`src/rtl/div_radix2.sv`:
```
// div_radix2: multi-cycle radix-2 restoring divider for DIV/DIVU in EX.
//   clk        rising-edge clock
//   rst        asynchronous active-low reset
//   div_valid  divide request (held by EX while stalled)
//   signed_div 1 = DIV, 0 = DIVU; sampled with div_valid
//   opdata1    dividend (rs)
//   opdata2    divisor (rt)
//   cancel     flush/exception; aborts any operation in progress
//   result     {remainder -> HI, quotient -> LO}, registered
//   ready      one-cycle pulse when result is valid
//   stall_div  combinational pipeline hold request
module div_radix2 #(
    parameter int WIDTH = 32
) (
    input  logic               clk,
    input  logic               rst,
    input  logic               div_valid,
    input  logic               signed_div,
    input  logic [WIDTH-1:0]   opdata1,
    input  logic [WIDTH-1:0]   opdata2,
    input  logic               cancel,
    output logic [2*WIDTH-1:0] result,
    output logic               ready,
    output logic               stall_div
);
    localparam int CW = $clog2(WIDTH) + 1;
    typedef enum logic [1:0] {IDLE, BUSY, DONE} state_t;
    state_t             state_q, state_d;
    logic [CW-1:0]      cnt_q, cnt_d;
    logic [WIDTH-1:0]   quo_q, quo_d, rem_q, rem_d, dvsr_q, dvsr_d;
    logic               sgn_q, sgn_d, neg1_q, neg1_d, neg2_q, neg2_d;
    logic [2*WIDTH-1:0] res_q, res_d;
    logic [WIDTH:0]     trial, diff;
    logic               ge;
    logic [WIDTH-1:0]   rem_nx, quo_nx, rem_fix, quo_fix, abs1, abs2;
    // The shifted partial remainder can exceed WIDTH bits, so compare on WIDTH+1.
    assign trial   = {rem_q, quo_q[WIDTH-1]};
    assign diff    = trial - {1'b0, dvsr_q};
    assign ge      = trial >= {1'b0, dvsr_q};
    assign rem_nx  = ge ? diff[WIDTH-1:0] : trial[WIDTH-1:0];
    assign quo_nx  = {quo_q[WIDTH-2:0], ge};
    // Quotient negated when signs differ; remainder follows the dividend.
    assign quo_fix = (sgn_q & (neg1_q ^ neg2_q)) ? -quo_nx : quo_nx;
    assign rem_fix = (sgn_q & neg1_q) ? -rem_nx : rem_nx;
    assign abs1    = (signed_div & opdata1[WIDTH-1]) ? -opdata1 : opdata1;
    assign abs2    = (signed_div & opdata2[WIDTH-1]) ? -opdata2 : opdata2;
    always_comb begin
        state_d = state_q;
        cnt_d   = cnt_q;
        quo_d   = quo_q;
        rem_d   = rem_q;
        dvsr_d  = dvsr_q;
        sgn_d   = sgn_q;
        neg1_d  = neg1_q;
        neg2_d  = neg2_q;
        res_d   = res_q;
        if (cancel) begin
            state_d = IDLE;
        end else begin
            case (state_q)
                IDLE: if (div_valid) begin
                    sgn_d   = signed_div;
                    neg1_d  = signed_div & opdata1[WIDTH-1];
                    neg2_d  = signed_div & opdata2[WIDTH-1];
                    quo_d   = abs1;
                    dvsr_d  = abs2;
                    rem_d   = '0;
                    cnt_d   = '0;
                    state_d = (opdata2 == '0) ? DONE : BUSY;
                    if (opdata2 == '0) res_d = {opdata1, {WIDTH{1'b1}}};
                end
                BUSY: begin
                    rem_d = rem_nx;
                    quo_d = quo_nx;
                    cnt_d = cnt_q + 1'b1;
                    if (cnt_q == CW'(WIDTH - 1)) begin
                        state_d = DONE;
                        res_d   = {rem_fix, quo_fix};
                    end
                end
                DONE:    state_d = IDLE;
                default: state_d = IDLE;
            endcase
        end
    end
    always_ff @(posedge clk or negedge rst) begin
        if (!rst) begin
            state_q <= IDLE;
            cnt_q   <= '0;
            quo_q   <= '0;
            rem_q   <= '0;
            dvsr_q  <= '0;
            sgn_q   <= 1'b0;
            neg1_q  <= 1'b0;
            neg2_q  <= 1'b0;
            res_q   <= '0;
        end else begin
            state_q <= state_d;
            cnt_q   <= cnt_d;
            quo_q   <= quo_d;
            rem_q   <= rem_d;
            dvsr_q  <= dvsr_d;
            sgn_q   <= sgn_d;
            neg1_q  <= neg1_d;
            neg2_q  <= neg2_d;
            res_q   <= res_d;
        end
    end
    assign result    = res_q;
    assign ready     = (state_q == DONE) & ~cancel;
    assign stall_div = ~cancel & (((state_q == IDLE) & div_valid) | (state_q == BUSY));
endmodule
```
`config.mk`:
```
export PLATFORM = sky130hd
export DESIGN_NAME = div_radix2
export DESIGN_NICKNAME = d
export VERILOG_FILES = /design/src/rtl/div_radix2.sv
export SDC_FILE = /design/constraint.sdc
export NUM_CORES = 1
export LEC_CHECK = 0
export BUFFER_PORTS_ARGS = -buffer_cell sky130_fd_sc_hd__buf_2
export CORE_ASPECT_RATIO = 0.6
export CORE_MARGIN = 2
export CORE_UTILIZATION = 60
export CTS_BUF_LIST = sky130_fd_sc_hd__clkbuf_4
export DETAILED_ROUTE_END_ITERATION = 8
export PLACE_DENSITY = 0.85
export SLEW_MARGIN = 15
export SYNTH_ARGS = -nofsm -noshare
export SYNTH_HDL_FRONTEND = slang
export SYNTH_SLANG_ARGS = --single-unit
export TNS_END_PERCENT = 10
```
`constraint.sdc`:
```
create_clock -name clk -period 6 [get_ports clk]
set_input_delay 1.2 -clock clk [delete_from_list [all_inputs] [get_ports clk]]
set_output_delay 1.2 -clock clk [all_outputs]
set_load 0.005 [all_outputs]
```
==> flow_summary.json <==
{
  "endpoint_kind": "flip-flop",
  "cts_made_buffers": 17,
  "cts_resized": 0,
  "synth_cells": 1578,
  "gp_congestion": 1.00,
  "fin_skew_ns": 0.0312,
  "worst_hold_slack_ns": 0.484,
  "crit_top_cell": "ha_1",
  "area_growth_pct": 9.01,
  "tightest_slew_ns": 1.06,
  "worstPathArrival_ns": 6.03,
  "dieArea_um2": 21800,
  "cts_hold_buf": 0,
  "antenna_found_initial": 0,
  "netlist-cell-type-count": 78,
  "antenna_left": 0,
  "synth_area_um2": 12400,
  "worstHoldPathType": "input port to asynchronous set/reset pin",
  "grt_usage_pct": 36.8,
  "crit_family": "simple AND/OR/NAND/NOR gates",
  "cts_root_buf": "clkbuf_4",
  "tritoncts": "yes",
  "syn_nets": 1685,
  "layout.nets": 1761,
  "die_width_um": 190,
  "ys_warn_count": 0,
  "fillers": 1716,
  "slowest_stage": "nor4b_1",
  "synth_top_area_share_pct": 34.5,
  "crit_required_ns": 6.53,
  "ios": 135,
  "placed_cells": 1908,
  "crit_type": "flip-flop to flip-flop",
  "clock-sinks": 171,
  "synthTopCellsByCount": "nand2_1 (200), a21oi_1 (171), dfrtp_1 (171)",
  "critPathBufInv": 1,
  "drt-total-wl_mm": 40.0,
  "numPortBuffers": 134,
  "via_count": 12800,
  "synth_edf_count": 0,
  "critical_path.max_stage_delay_ns": 0.61,
  "relSlewSlack_pct": 29.1,
  "synth_area_leaders": "dfrtp_1 (35%), a21oi_1 (6.9%), o21ai_0 (6.6%)",
  "post-place-ws_ns": 0.797,
  "vias_per_cell": 6.58,
  "p_leak_uw": 0.00578,
  "grt_max_degree": 102,
  "final_max_slew_viol_count": 0,
  "clk_latency_ns": 0.65,
  "crit_chain": "ha_1 > nand4_1 > nor4_1 > a31oi_1 > and2_1 > nor2_8 > inv_2 > mux2i_1 > ha_1 > nor4b_1 > and4_1 > a32oi_1 > o31ai_2 > a21oi_1 > xnor2_1 > o21ai_1",
  "ys_ff_latch": 171,
  "start_util_pct": 61.6,
  "period_minus_slack_ns": 5.50,
  "min_period_over_period_pct": 91.6,
  "seq_area_frac_synth_pct": 34.5,
  "clk_pin_slew_ns": 0.17,
  "r2r.worst_path.cells": 16,
  "clock_path_buffers": 2,
  "ys.flop_type": "dfrtp_1",
  "powerDensity_nw_per_um2": 425,
  "grt_pass1_wl_mm": 62.4,
  "finalSetupViolations": 0,
  "cts_setup_buffers": 0,
  "status": "finished clean",
  "hpwl_mm": 30.0,
  "critPathMaxFanout": 10,
  "yosysMostFrequentCell": "nand2_1",
  "yosysTopAreaCell": "dfrtp_1",
  "synth.avg_cell_area_um2": 7.85,
  "synth-async-reset-ratio_pct": 100,
  "grt_pass1_vias": 11500,
  "die_h_um": 115,
  "wire_per_inst_um": 20.6,
  "fin_setup_tns_ns": 0,
  "final-instance-count-excl-fill": 1941,
  "drc": 0,
  "ir_worst_vdd_mv": 0.342,
  "core_area_um2": 20100,
  "drt_first_pass_iters": 6,
  "placementRows": 40,
  "drv_cap": 0,
  "path_depth": 16,
  "htree_levels": 4,
  "start_kind": "flip-flop",
  "rsz0062_at_grt": "false",
  "grt_overflow_total": 0,
  "hold_viol": 0,
  "drive_above_1_share_pct": 12.8,
  "finalWorstSetupSlack_ns": 0.504,
  "drt_iter0_drc": 1945,
  "max_clock_freq_ghz": 0.182
}
==> cells in the final DEF (no fill, tap or decap), types with 13 or more instances in the layout <==
cell      Yosys  final
nand2_1     200    200
a21oi_1     171    171
dfrtp_1     171    171
nor2_1      166    166
o21ai_0     163    163
buf_2        12    133
xnor2_1      80     80
xor2_1       62     62
inv_1        45     45
a31oi_1      42     42
ha_1         37     37
nor3_1       30     30
nor4_1       29     29
or3_1        22     22
mux2i_1      21     21
clkbuf_4      0     19
nand3_1      16     16
a211oi_1     16     16
buf_4         2     16
o31ai_1      15     15
nand2b_1     14     13
o21a_1       13     13
==> power by group <==
| group | internal, µW | switching (µW) |
|---|---|---|
| clock | 302 | 466 |
| combinational | 1090 | 1890 |
| sequential | 1580 | 403 |
| total | 2970 | 2760 |
==> path summary, 6_finish.rpt <==
| check | from | to | slack, ns |
|---|---|---|---|
| setup reg to reg | rem_q[11]$_DFFE_PN0P_ | result[62]$_DFFE_PN0P_ | 0.50 |
| setup / recovery | rem_q[11]$_DFFE_PN0P_ | result[62]$_DFFE_PN0P_ | 0.50 |
| max in group asynchronous | rst | quo_q[5]$_DFFE_PN0P_ | 4.29 |
| hold / removal | rst | rem_q[6]$_DFFE_PN0P_ | 0.48 |
| hold reg to reg | dvsr_q[17]$_DFFE_PN0P_ | dvsr_q[17]$_DFFE_PN0P_ | 0.49 |
| min in group clk | dvsr_q[17]$_DFFE_PN0P_ | dvsr_q[17]$_DFFE_PN0P_ | 0.49 |
==> cell type report <==
type	count	area, µm²	share of cell area, %
Antenna cell	1	2.50	0.0185
Sequential cell	171	4280	31.7
Inverter	47	176	1.31
Multi-Input combinational cell	1266	7580	56.1
Clock buffer	19	143	1.06
Timing Repair Buffer	151	817	6.05
Tap cell	273	342	2.53
Clock inverter	13	166	1.23
==> state kept, by name (all words and copies together), names as in the netlist <==
name / flops
state_q: 2
rem_q: 32
neg1_q: 1
dvsr_q: 32
result: 64
sgn_q: 1
quo_q: 32
neg2_q: 1
cnt_q: 6
==> per-stage QoR <==
step	cell area (µm²)	total power (µW)	utilization [%]
3_5_place_dp	13200	4860	65.6
3_3_place_gp	13200	4770	65.6
6_report	13500	5730	67.1
4_1_cts	13500	5610	67.1
2_1_floorplan	12400	3910	-
5_1_grt	13500	6100	67.1
==> layer usage <==
metal	track usage (%)	share of wire [%]	up-vias
li1	-	-	5740
met1	55.7	44	6010
met2	49.2	39	907
met3	12.5	14	107
met4	10.6	2.3	0
met5	0	0	-
==> logic make-up after synthesis <==
kind of cell / Yosys count / share of synthesized area, %
AND/OR/NAND/NOR: 555 / 20.9
buffers and inverters: 141 / 4.45
multiplexers: 27 / 2.24
AO/OA/AOI/OAI: 504 / 23.9
adder cells (fa/ha/maj): 38 / 3.90
flip-flops: 171 / 34.5
XOR/XNOR: 142 / 10.0
Power figures use the tool's default switching activity.
